===== src/rtl/npn_pkg.sv =====
// rtl/npn_pkg.sv - shared types, constants and helpers for the NPN sweep sequencer
package npn_pkg;

  localparam int N_IN = 4;
  localparam int TT_W = 1 << N_IN;
  localparam logic [7:0] IDENT_PERM = 8'hE4;

  typedef enum logic [1:0] {
    IDLE,
    CHECK,
    SWEEP,
    RESULT
  } state_e;

  // idx[i] names the minterm bit that feeds target input i
  typedef struct packed {
    logic [N_IN-1:0][1:0] idx;
  } perm_t;

  function automatic logic perm_is_bijective(perm_t p);
    logic [N_IN-1:0] seen;
    seen = '0;
    for (int i = 0; i < N_IN; i++) begin
      seen[p.idx[i]] = 1'b1;
    end
    return &seen;
  endfunction

endpackage


===== src/rtl/npn_sweep_ctrl_if.sv =====
// rtl/npn_sweep_ctrl_if.sv - config, evaluation and result signals of the sweep sequencer
interface npn_sweep_ctrl_if;
  import npn_pkg::*;

  logic            cfg_valid;
  logic            cfg_ready;
  logic [7:0]      cfg_perm;
  logic [N_IN-1:0] cfg_neg_in;
  logic            cfg_neg_out;
  logic [N_IN-1:0] eval_x;
  logic            eval_y;
  logic            res_valid;
  logic            res_ready;
  logic [TT_W-1:0] res_tt;
  logic            res_err;
  logic            busy;

  modport master (
    output cfg_valid, cfg_perm, cfg_neg_in, cfg_neg_out, res_ready, eval_y,
    input  cfg_ready, eval_x, res_valid, res_tt, res_err, busy
  );

  modport slave (
    input  cfg_valid, cfg_perm, cfg_neg_in, cfg_neg_out, res_ready, eval_y,
    output cfg_ready, eval_x, res_valid, res_tt, res_err, busy
  );

endinterface


===== src/rtl/npn_vec_xform.sv =====
// rtl/npn_vec_xform.sv - maps a minterm through the input permutation and negation mask
module npn_vec_xform
  import npn_pkg::*;
(
  input  logic [3:0]      m_i,
  input  perm_t           perm_i,
  input  logic [N_IN-1:0] neg_in_i,
  output logic [N_IN-1:0] x_o
);

  always_comb begin
    x_o = '0;
    for (int i = 0; i < N_IN; i++) begin
      x_o[i] = m_i[perm_i.idx[i]] ^ neg_in_i[i];
    end
  end

endmodule


===== src/rtl/npn_sweep_ctrl.sv =====
// rtl/npn_sweep_ctrl.sv - sweeps all 16 minterms through an NPN transform and assembles the truth table
module npn_sweep_ctrl
  import npn_pkg::*;
#(
  parameter int EVAL_LAT = 0
) (
  input  logic             clk,
  input  logic             rst,
  npn_sweep_ctrl_if.slave  bus
);

  state_e          state_q, state_d;
  perm_t           perm_q;
  logic [N_IN-1:0] neg_in_q;
  logic            neg_out_q;
  logic [4:0]      m_q;
  logic [TT_W-1:0] tt_q;
  logic            err_q;
  logic            perm_ok;
  logic            issue;
  logic            cap_v;
  logic [3:0]      cap_m;
  logic [N_IN-1:0] xf_x;

  assign perm_ok = perm_is_bijective(perm_q);
  assign issue   = (state_q == SWEEP) && !m_q[4];

  npn_vec_xform u_xform (
    .m_i      (m_q[3:0]),
    .perm_i   (perm_q),
    .neg_in_i (neg_in_q),
    .x_o      (xf_x)
  );

  // Issue tokens travel alongside the target's latency so each sample lands on its own minterm
  generate
    if (EVAL_LAT == 0) begin : g_nodly
      assign cap_v = issue;
      assign cap_m = m_q[3:0];
    end else begin : g_dly
      logic [EVAL_LAT-1:0] dl_v_q;
      logic [3:0]          dl_m_q [EVAL_LAT];

      always_ff @(posedge clk) begin
        if (rst) begin
          dl_v_q <= '0;
          for (int k = 0; k < EVAL_LAT; k++) dl_m_q[k] <= '0;
        end else begin
          dl_v_q[0] <= issue;
          dl_m_q[0] <= m_q[3:0];
          for (int k = 1; k < EVAL_LAT; k++) begin
            dl_v_q[k] <= dl_v_q[k-1];
            dl_m_q[k] <= dl_m_q[k-1];
          end
        end
      end

      assign cap_v = dl_v_q[EVAL_LAT-1];
      assign cap_m = dl_m_q[EVAL_LAT-1];
    end
  endgenerate

  always_ff @(posedge clk) begin
    if (rst) state_q <= IDLE;
    else     state_q <= state_d;
  end

  always_comb begin
    state_d = state_q;
    case (state_q)
      IDLE:    if (bus.cfg_valid) state_d = CHECK;
      CHECK:   state_d = perm_ok ? SWEEP : RESULT;
      SWEEP:   if (cap_v && (cap_m == 4'd15)) state_d = RESULT;
      RESULT:  if (bus.res_ready) state_d = IDLE;
      default: state_d = IDLE;
    endcase
  end

  always_comb begin
    bus.cfg_ready = 1'b0;
    bus.busy      = 1'b1;
    bus.res_valid = 1'b0;
    bus.eval_x    = '0;
    bus.res_tt    = tt_q;
    bus.res_err   = err_q;
    case (state_q)
      IDLE: begin
        bus.cfg_ready = 1'b1;
        bus.busy      = 1'b0;
      end
      SWEEP:   bus.eval_x = issue ? xf_x : '0;
      RESULT:  bus.res_valid = 1'b1;
      default: ;
    endcase
  end

  always_ff @(posedge clk) begin
    if (rst) begin
      perm_q    <= perm_t'(IDENT_PERM);
      neg_in_q  <= '0;
      neg_out_q <= 1'b0;
      m_q       <= '0;
      tt_q      <= '0;
      err_q     <= 1'b0;
    end else begin
      case (state_q)
        IDLE: begin
          if (bus.cfg_valid) begin
            perm_q    <= perm_t'(bus.cfg_perm);
            neg_in_q  <= bus.cfg_neg_in;
            neg_out_q <= bus.cfg_neg_out;
          end
        end
        CHECK: begin
          m_q   <= '0;
          tt_q  <= '0;
          err_q <= !perm_ok;
        end
        SWEEP: begin
          if (!m_q[4]) m_q <= m_q + 5'd1;
          if (cap_v)   tt_q[cap_m] <= bus.eval_y ^ neg_out_q;
        end
        default: ;
      endcase
    end
  end

endmodule


===== src/flat_wrapper.sv =====
// flat-port wrapper written by rule: the top's interface ports become plain ports
module npn_sweep_ctrl_flat import npn_pkg::*;
#(
  parameter int EVAL_LAT = 0
)
  (clk, rst, bus_cfg_valid, bus_cfg_perm, bus_cfg_neg_in, bus_cfg_neg_out, bus_res_ready, bus_eval_y, bus_cfg_ready, bus_eval_x, bus_res_valid, bus_res_tt, bus_res_err, bus_busy);
  npn_sweep_ctrl_if bus_i ();
  input  logic clk;
  input  logic rst;
  input wire logic [$bits(bus_i.cfg_valid)-1:0] bus_cfg_valid;
  input wire logic [$bits(bus_i.cfg_perm)-1:0] bus_cfg_perm;
  input wire logic [$bits(bus_i.cfg_neg_in)-1:0] bus_cfg_neg_in;
  input wire logic [$bits(bus_i.cfg_neg_out)-1:0] bus_cfg_neg_out;
  input wire logic [$bits(bus_i.res_ready)-1:0] bus_res_ready;
  input wire logic [$bits(bus_i.eval_y)-1:0] bus_eval_y;
  output wire logic [$bits(bus_i.cfg_ready)-1:0] bus_cfg_ready;
  output wire logic [$bits(bus_i.eval_x)-1:0] bus_eval_x;
  output wire logic [$bits(bus_i.res_valid)-1:0] bus_res_valid;
  output wire logic [$bits(bus_i.res_tt)-1:0] bus_res_tt;
  output wire logic [$bits(bus_i.res_err)-1:0] bus_res_err;
  output wire logic [$bits(bus_i.busy)-1:0] bus_busy;
  assign bus_i.cfg_valid = bus_cfg_valid;
  assign bus_i.cfg_perm = bus_cfg_perm;
  assign bus_i.cfg_neg_in = bus_cfg_neg_in;
  assign bus_i.cfg_neg_out = bus_cfg_neg_out;
  assign bus_i.res_ready = bus_res_ready;
  assign bus_i.eval_y = bus_eval_y;
  assign bus_cfg_ready = bus_i.cfg_ready;
  assign bus_eval_x = bus_i.eval_x;
  assign bus_res_valid = bus_i.res_valid;
  assign bus_res_tt = bus_i.res_tt;
  assign bus_res_err = bus_i.res_err;
  assign bus_busy = bus_i.busy;
  npn_sweep_ctrl #(.EVAL_LAT(EVAL_LAT)) u_core (.clk(clk), .rst(rst), .bus(bus_i));
endmodule

===== config.mk =====
export PLATFORM = sky130hd
export DESIGN_NAME = npn_sweep_ctrl_flat
export DESIGN_NICKNAME = d
export VERILOG_FILES = /design/src/rtl/npn_pkg.sv /design/src/rtl/npn_sweep_ctrl_if.sv /design/src/rtl/npn_vec_xform.sv /design/src/rtl/npn_sweep_ctrl.sv /design/src/flat_wrapper.sv
export SDC_FILE = /design/constraint.sdc
export NUM_CORES = 1
export LEC_CHECK = 0
export ABC_CLOCK_PERIOD_IN_PS = 2000
export BUFFER_PORTS_ARGS = -buffer_cell sky130_fd_sc_hd__buf_4
export CORE_MARGIN = 4
export CORE_UTILIZATION = 45
export CTS_BUF_LIST = sky130_fd_sc_hd__clkbuf_4
export CTS_CLUSTER_DIAMETER = 120
export DETAILED_ROUTE_END_ITERATION = 16
export PLACE_DENSITY = 0.7
export SYNTH_ARGS = -nofsm -noshare
export SYNTH_HDL_FRONTEND = slang
export SYNTH_SLANG_ARGS = --single-unit

===== constraint.sdc =====
create_clock -name clk -period 2 [get_ports clk]
set_input_delay 0.2 -clock clk [delete_from_list [all_inputs] [get_ports clk]]
set_output_delay 0.2 -clock clk [all_outputs]
set_load 0.1 [all_outputs]

== Yosys cells after proc, flatten, opt, wreduce, memory -nomap -nowiden ==
Index checks and enable logic that the tools add are counted.

* Add/subtract/negate cells: 1
* Multiply operators: 0
* Divide/modulo/power cells: 0
* $lt $le $gt $ge: 10
* Eq/ne operators: 9
* Shifts and indexed selects: 0
* Muxes and demuxes: 33
* Bitwise operators: 8
* Reduce and logical (&&, ||, !) cells: 16

{| class="wikitable"
|+ Operators by type and width
! cell !! count
|-
| $pmux W16 S2 || 1
|-
| $bwmux W16 || 1
|-
| $mux W16 || 1
|-
| $mux W1 || 13
|-
| $lt A2 B3 Y1 const B || 4
|-
| $or A4 B4 Y4 || 3
|-
| $pmux W5 S2 || 1
|-
| $bmux W1 S2 || 4
|-
| $demux W1 S2 || 4
|-
| $ge A2 B1 Y1 const B || 4
|-
| $mux W4 || 2
|-
| $ne A2 B2 Y1 const B || 4
|-
| $pmux W2 S4 || 1
|-
| $logic_and A1 B1 Y1 || 7
|-
| $mux W2 || 3
|-
| $reduce_and A2 Y1 || 3
|-
| $add A5 B1 Y5 const B || 1
|-
| $lt A4 B5 Y1 const B || 1
|-
| $mux W5 || 1
|-
| $xor A1 B1 Y1 || 5
|-
| $demux W1 S4 || 1
|-
| $eq A2 B2 Y1 const B || 2
|-
| $eq A4 B4 Y1 const B || 1
|-
| $ge A4 B1 Y1 const B || 1
|-
| other kinds (7) || 8
|}

* Bits in registers: 37
* Bits in latches: 0
* RAM bits: 0
* Bits in read-only memories: 0
* Bits of input ports: 18
* Output and inout port bits: 24
* Word-level logic and storage cells: 88
* Memories: 0

== Longest topological paths before layout ==
Gate-level depths: netlist (run 1).

* Depth in word-level cells: 10
* Depth in mapped cells: 8
* Depth with buffers taken out: 7

== Hierarchy ==
From an unflattened synthesis (run 1), not the netlist that was laid out.

* Cells, all modules: 232
* Area total of the unflattened synthesis: 1960.6 um2

{| class="wikitable"
|+ Modules (own cells, without submodules)
! module !! times used !! cells an instance !! area each (um2) !! seq. area each (um2)
|-
| npn_sweep_ctrl || 1 || 224 || 1835.5 || 740.7
|-
| npn_vec_xform || 1 || 8 || 125.1 || 0.0
|}

== Worst setup path before layout (run 1) ==
Ideal clock, no wire load.

* Path kind: reg-to-reg
* Start point: reg u_core.state_q[0]
* End point: reg u_core.neg_in_q[0]
* Library setup time: 0.070 ns
* Arrival: 2.774 ns
* Data required time: 1.930 ns
* Slack: -0.845 ns
* Stages on the path, launching flop included: 8
* Path buffers: 1
* Clock period less this slack: 2.845 ns
* Cells stage by stage: dfxtp_1 -> inv_1 -> ha_1 -> inv_1 -> nor2_1 -> buf_2 -> nand2_1 -> a21oi_1

* Cells in the longest elaborated chain, start to end: 2

{| class="wikitable"
|+ Ends and longest elaborated chain
! element !! RTL line !! RTL
|-
| from (decl) || npn_sweep_ctrl.sv:12 || <nowiki>state_e state_q, state_d;</nowiki>
|-
| from (signal assigned) || npn_sweep_ctrl.sv:65 || <nowiki>else state_q <= state_d;</nowiki>
|-
| $logic_not A2 Y1 || npn_sweep_ctrl.sv:106 || <nowiki>case (state_q)</nowiki>
|-
| $reduce_and A2 Y1 (no line) || - ||
|-
| to (signal assigned) || npn_sweep_ctrl.sv:110 || <nowiki>neg_in_q <= bus.cfg_neg_in;</nowiki>
|-
| to (decl) || npn_sweep_ctrl.sv:14 || <nowiki>logic [N_IN-1:0] neg_in_q;</nowiki>
|}

No other way between the ends.
A chain may end at the register's enable or synchronous reset.

== Worst setup path after layout (run 1) ==
* Start point: reg u_core.perm_q[6] (netlist name)
* End point: out bus_eval_x[3]

* Cells in the longest elaborated chain, start to end: 5

{| class="wikitable"
|+ Ends and longest elaborated chain
! element !! RTL line !! RTL
|-
| from (decl) || npn_sweep_ctrl.sv:13 || <nowiki>perm_t perm_q;</nowiki>
|-
| from (signal assigned) || npn_sweep_ctrl.sv:99 || <nowiki>perm_q <= perm_t'(IDENT_PERM);</nowiki>
|-
| from (signal assigned) || npn_sweep_ctrl.sv:109 || <nowiki>perm_q <= perm_t'(bus.cfg_perm);</nowiki>
|-
| $bmux W1 S2 || npn_vec_xform.sv:14 || <nowiki>x_o[i] = m_i[perm_i.idx[i]] ^ neg_in_i[i];</nowiki>
|-
| $mux W1 (not written as such) || npn_vec_xform.sv:14 ||
|-
| $xor A1 B1 Y1 || npn_vec_xform.sv:14 ||
|-
| $mux W4 || npn_sweep_ctrl.sv:91 || <nowiki>SWEEP: bus.eval_x = issue ? xf_x : '0;</nowiki>
|-
| $mux W4 || npn_sweep_ctrl.sv:86 || <nowiki>case (state_q)</nowiki>
|-
| to (decl) || flat_wrapper.sv:17 || <nowiki>output wire logic [$bits(bus_i.eval_x)-1:0] bus_eval_x;</nowiki>
|}

No other way between the ends. The select of a mux whose other input is x is not followed.

==> out/qor.txt, run 1 <==
CTS tree: yes
Final hold vios: 0
Seq/Total Area, Yosys: 38.2%
Fillers: 359
CP endpoint kind: primary output
RD Place Congestion: 0.848
Ys Warns: 0
# rows: 23
1st-iter DRT viols: 206
Placed cell areas: 2350 um2
Crit path max-delay cell type: mux4_2
Worst stage delay on the critical path: 0.54 ns
Worst Tran Pin Value: 0.615 ns
H-tree depth: 2
Post-synthesis adder-cell area fraction: 5.16%
Initial Util: 47.5%
Clock Skew: 0.0101 ns
Worst hold path class: in -> reg
CP delay by family, top: multiplexers
Detailed-route DRC error count: 0
Critical Path AT: 1.77 ns
Status: completed
R2R depth: 7
Critical path class: reg -> out
Largest net degree at the start of global routing: 39
Die Ht: 73.7 um
Tcrit/Tclk final: 98.7%
Mean Syn Cell Area: 8.43 um2
Post-synth EDFFs: 0
Vias per inst: 5.76
Setup TNS: 0 ns
GR Overflow Total: 0
Chip width: 73.7 um
Pwr/cell area: 1210 nW/um2
Reg-to-Reg Start: u_core.state_q[0]
Design Area, Final: 2520 um2
Final Net Count: 297
Reg2reg setup slack: 0.23 ns
Max-Cap Viols: 0
Core area: 4090 um2
Reg2reg end: u_core.bus.res_tt[2]
Share of cells above drive strength 1: 29.8%
Clock root buffer: clkbuf_4
Ports: 42
CP Cell Sequence: mux4_2, xnor2_2, nor2_4, buf_12
Clock buffer depth: 2
Post-DRT Antenna Nets: 0
Peak supply drop: 1.27 mV
Largest family of logic cells by synthesized area: simple AND/OR/NAND/NOR gates
Number of library cell types mapped by synthesis: 34
Clk sinks: 37
Worst Path Buf+Inv: 1
Ant. Diodes: 0
Port Buffers: 41
Area Overhead vs Synth: 29.9%
Async SR Flop Fraction: 0%
Max-Slew Margin vs Limit: 59.0%
Clock latency on the worst-skew pair: 0.35 ns
DR pass1 iterations: 4
Compound-Gate Fraction of Synth Area: 20.3%
Num CTS Buffers: 5
Vias in the first global route: 1579
Setup crit end: bus_eval_x[3]
Worst Setup SP: u_core.perm_q[6]
Leakage: 0.936 nW
Routed wire per std cell: 14.9 um
Flops & latches, synth: 37
Post-synth top flop: dfxtp_1
Post-Synth XOR/XNOR Area: 2.71%
Initial antenna violation count: 0
Post-synthesis simple-gate area fraction: 23.4%
Via count: 1854
Final Util: 61.6%
Min cycle time layout: 1.97 ns
First-pass GRT wire length: 7510 um
Die area: 5420 um2
Slew Limit Fails: 0
Clock transition at the registers of the reported paths: 0.12 ns
Postcts setup bufs: 0
F_max: 506 MHz
Worst EP required: 1.80 ns
Commonest non-fill, non-tap cell in the layout: buf_4
Syn_nets: 256
Cell count along the critical path: 4
Syn Inst Count: 230
Final HPWL DP: 3340 um
WHS: 0.0421 ns
Startpoint types: flip-flop
Most frequent cells in the layout: 43 x buf_4, 34 x nand2_1, 29 x dfxtp_1
CTS hold repair buffers: 0
Global Route Usage Sum: 17.7%
Mapped Area: 1940 um2
# setup viols final: 0
Mux cell area share after synthesis: 5.35%
Largest fanout on the critical path: 7
DRT Wirelength: 4800 um
[power breakdown]
group / internal (mW) / switching, mW / leakage, nW
Combinational: 0.503 / 1.02 / 0.593
Clock: 0.259 / 0.262 / 0.0389
Sequential: 0.855 / 0.151 / 0.304
[metrics by stage]
stage	power, mW	instances	setup WS, ns
after floorplan	2.20	230	0.000635
after global placement	2.46	314	0.277
after detailed placement	2.48	314	0.256
after CTS	3.03	322	0.00231
after global routing	3.22	322	-0.00811
final	3.05	322	0.0256
[layer usage]
metal  wire [um]  track usage (%)  part of all wire, %
met5           0                0                    0
met3         292             4.65                  6.1
met4          69             7.44                  1.4
met2        2170             25.7                   45
met1        2270             24.7                   47
[synth_stat cells (3+ instances only)]
master | number | share of area, %
dfxtp_1 | 37 | 38
nand2_1 | 34 | 6.6
o211ai_1 | 12 | 4.6
nand3b_1 | 5 | 1.9
buf_2 | 5 | 1.3
ha_1 | 8 | 5.2
a21oi_1 | 27 | 7.0
nand4_1 | 17 | 5.5
nor2b_1 | 7 | 2.3
o22ai_1 | 4 | 1.3
clkbuf_1 | 6 | 1.2
nand2b_1 | 7 | 2.3
inv_1 | 9 | 1.7
nor2_1 | 15 | 2.9
o311ai_0 | 4 | 1.8
mux4_2 | 3 | 3.5
xnor2_1 | 4 | 1.8
a31oi_1 | 4 | 1.3
[cells by family after synthesis]
| family | count (synthesis) |
|---|---|
| simple gates | 91 |
| compound gates | 61 |
| flops | 37 |
| buf+inv | 22 |
| fa+ha+maj | 8 |
| xor+xnor | 6 |
| mux | 5 |
[state kept, by name (all words and copies together), names as in the netlist]
| register | cells |
|---|---|
| u_core.neg_in_q | 4 |
| u_core.state_q | 2 |
| u_core.bus.res_err | 1 |
| u_core.m_q | 5 |
| u_core.perm_q | 8 |
| u_core.bus.res_tt | 16 |
| u_core.neg_out_q | 1 |
[timing repair]
action,4_1_cts,5_1_grt
setup endpoints to repair,4,4
gates resized for setup,18,9
hold endpoints to repair,0,0
pin swaps,0,0
[worst register-to-register path: stages (launching register included)]
cell      delay (ns)
dfxtp_2         0.36
inv_2           0.09
ha_1            0.26
nor2b_1         0.15
buf_4           0.18
nand2_1         0.15
o311ai_0        0.33
a21oi_1         0.12
[worst min-delay path by stage]
stage | from | endpoint | slack, ns | cells after the start
after floorplan | bus_cfg_perm[2] | u_core.perm_q[2] | 0.32 | 2
after CTS | bus_cfg_perm[6] | u_core.perm_q[6] | 0.03 | 3
final | bus_cfg_perm[7] | u_core.perm_q[7] | 0.04 | 3
after global placement | bus_cfg_perm[7] | u_core.perm_q[7] | 0.41 | 3
after detailed placement | bus_cfg_perm[6] | u_core.perm_q[6] | 0.41 | 3
after global routing | bus_cfg_perm[7] | u_core.perm_q[7] | 0.05 | 3
[cell type report]
type,count,area (um2),share of cell area [%]
Clock buffer,5,37.5,1.49
Sequential cell,37,761,30.2
Inverter,9,37.5,1.49
Timing Repair Buffer,47,398,15.8
Clock inverter,3,41.3,1.64
Multi-Input combinational cell,171,1180,46.9
Tap cell,50,62.6,2.48
(Power assumes the default switching activity.)
==> run 2, diff against run 1 <==
- CELL_PAD_IN_SITES_DETAIL_PLACEMENT: not set -> 1
- CELL_PAD_IN_SITES_GLOBAL_PLACEMENT: not set -> 2
- CORE_UTILIZATION: 45 -> 33
- PLACE_DENSITY: 0.7 -> 0.84
==> run 2 against run 1 <==
Net effect: sequential cell count unchanged; first-iteration DRC count down 59%; worst hold slack better by 0.024 ns; register-to-register slack better by 0.02 ns; routed wire length up 12%; design area up 0.45%; critical path depth unchanged; sequential share of layout area down 0.23 points; critical path type unchanged; critical endpoint is now bus_eval_x[1]; highest routed layer unchanged.
==> out/qor.txt, run 2 (same netlist as run 1, synthesis figures left out) <==
DR pass1 iterations: 6 (+2)
Post-DRT Antenna Nets: 0 (unchanged)
Min cycle time layout: 1.94 ns (-0.0378 ns)
R2R depth: 7 (unchanged)
Share of cells above drive strength 1: 30.4% (+0.62 points)
Hold path cells: 3 (unchanged)
# setup viols final: 0 (unchanged)
F_max: 516 MHz (+2.0%)
Port Buffers: 41 (unchanged)
Num CTS Buffers: 5 (unchanged)
CP endpoint kind: primary output
Clock latency on the worst-skew pair: 0.33 ns (-0.02 ns)
Final HPWL DP: 3870 um (+16%)
Largest net degree at the start of global routing: 39 (unchanged)
Pwr/cell area: 1160 nW/um2 (-3.9%)
Max reg flops: 16 (unchanged)
CTS hold repair buffers: 0 (unchanged)
Fillers: 682 (+90%)
Placed cell areas: 2390 um2 (+1.8%)
Final Net Count: 300 (+1.0%)
Area Overhead vs Synth: 30.5%
Ant. Diodes: 0 (unchanged)
Commonest non-fill, non-tap cell in the layout: buf_4
Leakage: 0.938 nW (+0.18%)
Status: completed
Initial antenna violation count: 0 (unchanged)
FF+latch area: 758 um2 (-0.33%)
1st-iter DRT viols: 84 (-59%)
GR Overflow Total: 0 (unchanged)
Die area: 7170 um2 (+32%)
Clock transition at the registers of the reported paths: 0.11 ns (about the same)
Worst hold path class: in -> reg
First-pass GRT wire length: 9100 um (+21%)
Global Route Usage Sum: 15.5% (-2.2 points)
Routed wire per std cell: 15.6 um (+4.8%)
Chip width: 84.7 um (+15%)
Critical Path AT: 1.74 ns (-0.03 ns)
Max-Slew Margin vs Limit: 70.2% (+11 points)
Core area: 5610 um2 (+37%)
Most frequent cells in the layout: 46 x buf_4, 34 x nand2_1, 29 x dfxtp_1
Clock buffer depth: 2 (unchanged)
RSZ-0062 raised after global routing: yes
Slew Limit Fails: 0 (unchanged)
# rows: 27 (+17%)
Clock root buffer: clkbuf_4
Startpoint types: flip-flop
DRT Wirelength: 5390 um (+12%)
Detailed-route DRC error count: 0 (unchanged)
H-tree depth: 2 (unchanged)
Worst Tran Pin Value: 0.447 ns (-0.168 ns)
Ports: 42 (unchanged)
Clk sinks: 37 (unchanged)
Vias per inst: 5.39 (-6.3%)
Multi-input logic area: 1180 um2 (unchanged)
Vias in the first global route: 1885 (+19%)
RD Place Congestion: 0.794 (-6.3%)
Max-Cap Viols: 0 (unchanged)
Initial Util: 34.6% (-13 points)
Largest fanout on the critical path: 7 (unchanged)
Critical path class: reg -> out
Design Area, Final: 2530 um2 (+0.45%)
Via count: 1861 (+0.38%)
Worst EP required: 1.80 ns (about the same)
Die Ht: 84.7 um (+15%)
Clock Skew: 0.00896 ns (-0.00118 ns)
Final hold vios: 0 (unchanged)
CTS tree: yes
Peak supply drop: 1.10 mV (-13%)
Final Power: 2.94 mW (-3.5%)
Tcrit/Tclk final: 96.8% (-1.9 points)
## run 2: changes by cell type in the layout (fill, tap and decap cells not counted), sizes merged
cell,change
buf,+3
bufinv,-1
clkinvlp,-1
## run 2: where the power goes
group	internal, mW	total, mW	switching [mW]	leakage (nW)
clock	0.122	0.364	0.241	0.0269
sequential	0.853	0.998	0.145	0.304
combinational	0.538	1.58	1.04	0.607
## run 2: final timing paths
check / from / end / slack (ns)
max reg2reg: u_core.state_q[0] / u_core.bus.res_tt[3] / 0.25
min: bus_cfg_perm[7] / u_core.perm_q[7] / 0.07
max: u_core.perm_q[2] / bus_eval_x[1] / 0.06
min reg2reg: u_core.neg_out_q / u_core.neg_out_q / 0.48
## run 2: worst max-delay path, cell delays in order, from the launching register on
cell	delay [ns]
dfxtp_4	0.40
mux4_2	0.53
xnor2_2	0.16
nor2_4	0.10
buf_8	0.20
## run 2: what timing repair did
item	CTS	global route
endpoints found under the setup margin	4	4
endpoints found under the hold margin	0	0
setup buffers	0	1
cloned	0	0
resized for setup	12	14
## run 2: cell type report
class	count	area share (%)
flip-flops and latches	37	30.0
clock inverters	1	0.198
inverters	9	1.48
clock buffers	5	1.48
well taps	72	3.56
repair buffers	50	16.6
multi-input cells	171	46.7
## run 2: layer usage
layer,GRT usage (%),share of wire (%)
met1,20.7,48
met2,25.1,46
met4,5.32,1.7
met5,0,0
met3,2.85,3.8
## run 2: through the flow
| stage | hold WS, ns | cells | TNS, ns | setup WS [ns] | util [%] |
|---|---|---|---|---|---|
| global route | 0.0454 | 345 | -0.0307 | -0.0218 | 45.1 |
| global placement | 0.413 | 338 | 0 | 0.269 | 42.6 |
| detailed placement | 0.415 | 338 | 0 | 0.241 | 42.6 |
| CTS | 0.0467 | 344 | 0 | 0.0152 | 44.0 |
| floorplan | 0.324 | 230 | 0 | 0.000635 | - |
| finish | 0.0659 | 345 | 0 | 0.0633 | 45.1 |
==> run 3, diff against run 2 <==
- PLACE_DENSITY: 0.84 -> not set
- PLACE_DENSITY_LB_ADDON: not set -> 0.1
==> run 3 against run 2 <==
Net effect: first-iteration DRC count is 37% higher; via count is 0.97% higher; clock skew is 0.0020 ns higher; highest routed layer unchanged; largest cell class unchanged; global-route usage is 0.47 points higher.
==> out/qor.txt, run 3 (same netlist as run 1, synthesis figures left out) <==
Ports: 42 (unchanged)
Clock transition at the registers of the reported paths: 0.11 ns (about the same)
Via count: 1879 (+0.97%)
H-tree depth: 2 (unchanged)
Final Util: 45.4% (+0.27 points)
CTS tree: yes
Area Overhead vs Synth: 31.2%
Startpoint types: flip-flop
Critical path class: reg -> out
Chip width: 84.7 um (unchanged)
Max reg flops: 16 (unchanged)
Share of cells above drive strength 1: 30.4% (unchanged)
Design Area, Final: 2540 um2 (+0.59%)
Final Net Count: 298 (-0.67%)
# setup viols final: 0 (unchanged)
First-pass GRT wire length: 9350 um (+2.7%)
Clock buffer depth: 2 (unchanged)
Ant. Diodes: 0 (unchanged)
Most frequent cells in the layout: 43 x buf_4, 34 x nand2_1, 29 x dfxtp_1
Global Route Usage Sum: 16.0% (+0.47 points)
Worst Tran Pin Value: 0.456 ns (+0.00916 ns)
Worst Setup SP: u_core.perm_q[2]
Final HPWL DP: 3940 um (+1.9%)
Num CTS Buffers: 5 (unchanged)
Die area: 7170 um2 (unchanged)
Clock root buffer: clkbuf_4
Worst hold path class: in -> reg
DRT Wirelength: 5670 um (+5.2%)
Vias per inst: 5.45 (+0.97%)
Clock latency on the worst-skew pair: 0.34 ns (about the same)
Largest fanout on the critical path: 6 (-1)
Max-Cap Viols: 0 (unchanged)
Final hold vios: 0 (unchanged)
RD Place Congestion: 0.776 (-2.3%)
RSZ-0062 raised after global routing: yes
Placed cell areas: 2390 um2 (-0.10%)
Vias in the first global route: 1859 (-1.4%)
Die Ht: 84.7 um (unchanged)
F_max: 509 MHz (-1.4%)
Port Buffers: 41 (unchanged)
# rows: 27 (unchanged)
Clock Skew: 0.0110 ns (+0.00200 ns)
Worst EP required: 1.80 ns (about the same)
CP endpoint kind: primary output
GR Overflow Total: 0 (unchanged)
DR pass1 iterations: 4 (-2)
Initial antenna violation count: 0 (unchanged)
Initial Util: 34.6% (unchanged)
Detailed-route DRC error count: 0 (unchanged)
Min cycle time layout: 1.96 ns (+0.0281 ns)
Core area: 5610 um2 (unchanged)
Critical Path AT: 1.76 ns (+0.02 ns)
Slew Limit Fails: 0 (unchanged)
Hold Startpoint: bus_cfg_perm[7]
Peak supply drop: 0.986 mV (-11%)
Clk sinks: 37 (unchanged)
Reg-to-Reg Start: u_core.state_q[0]
Leakage: 0.940 nW (+0.20%)
Commonest non-fill, non-tap cell in the layout: buf_4
1st-iter DRT viols: 115 (+37%)
Tcrit/Tclk final: 98.2% (+1.4 points)
Status: completed
Routed wire per std cell: 16.4 um (+5.2%)
Fillers: 675 (-1.0%)
Max-Slew Margin vs Limit: 69.5% (-0.61 points)
Pwr/cell area: 1180 nW/um2 (+1.7%)
Post-DRT Antenna Nets: 0 (unchanged)
Largest net degree at the start of global routing: 39 (unchanged)
[run 3: cell types whose count changed in the layout (fill, tap and decap cells not counted), sizes merged]
| cell | change |
|---|---|
| clkinv | +1 |
| clkbuf | +1 |
| buf | -2 |
[run 3: layout make-up]
class | count | area (um2) | area share, %
flip-flops and latches | 37 | 758 | 29.8
well taps | 72 | 90.1 | 3.54
clock buffers | 6 | 45.0 | 1.77
repair buffers | 48 | 423 | 16.6
inverters | 9 | 37.5 | 1.47
clock inverters | 2 | 10.0 | 0.393
multi-input cells | 171 | 1180 | 46.4
[run 3: path summary, 6_finish.rpt]
| check | cells after the start | slack [ns] | to |
|---|---|---|---|
| setup / recovery | 4 | 0.04 | bus_eval_x[1] |
| hold / removal | 3 | 0.06 | u_core.perm_q[7] |
| setup reg to reg | 7 | 0.27 | u_core.bus.res_tt[3] |
| hold reg to reg | 2 | 0.48 | u_core.neg_out_q |
[run 3: per-layer routing]
metal / GRT usage, % / wire length, um
met1: 21.7 / 2640
met2: 25.4 / 2770
met3: 3.73 / 216
met4: 4.32 / 55
met5: 0 / 0
[run 3: per-stage QoR]
stage               power, mW  setup TNS, ns  instances  setup slack (ns)  hold WS (ns)
finish                   3.01              0        345            0.0352        0.0570
global route             3.22        -0.0337        345           -0.0170        0.0613
CTS                      3.02              0        344           0.00715        0.0434
detailed placement       2.56              0        336             0.201         0.416
global placement         2.54              0        336             0.234         0.415
floorplan                2.20              0        230          0.000635         0.324
[run 3: repair_timing]
| action | in CTS | in global routing |
|---|---|---|
| resized for setup | 21 | 6 |
| setup endpoints to repair | 4 | 3 |
| hold buffers | 0 | 0 |
| setup buffers | 0 | 1 |
[run 3: report_power, final]
| group | internal, mW | total, mW | switching, mW | leakage, nW |
|---|---|---|---|---|
| sequential | 0.855 | 1.01 | 0.160 | 0.304 |
| clock | 0.148 | 0.401 | 0.253 | 0.0354 |
| combinational | 0.547 | 1.59 | 1.04 | 0.600 |
| total | 1.55 | 3.01 | 1.46 | 0.940 |
[run 3: critical path: stages (launching register included)]
cell and delay, ns:
dfxtp_4 0.41, mux4_2 0.55, xnor2_2 0.17, nor2_4 0.11
buf_12 0.18
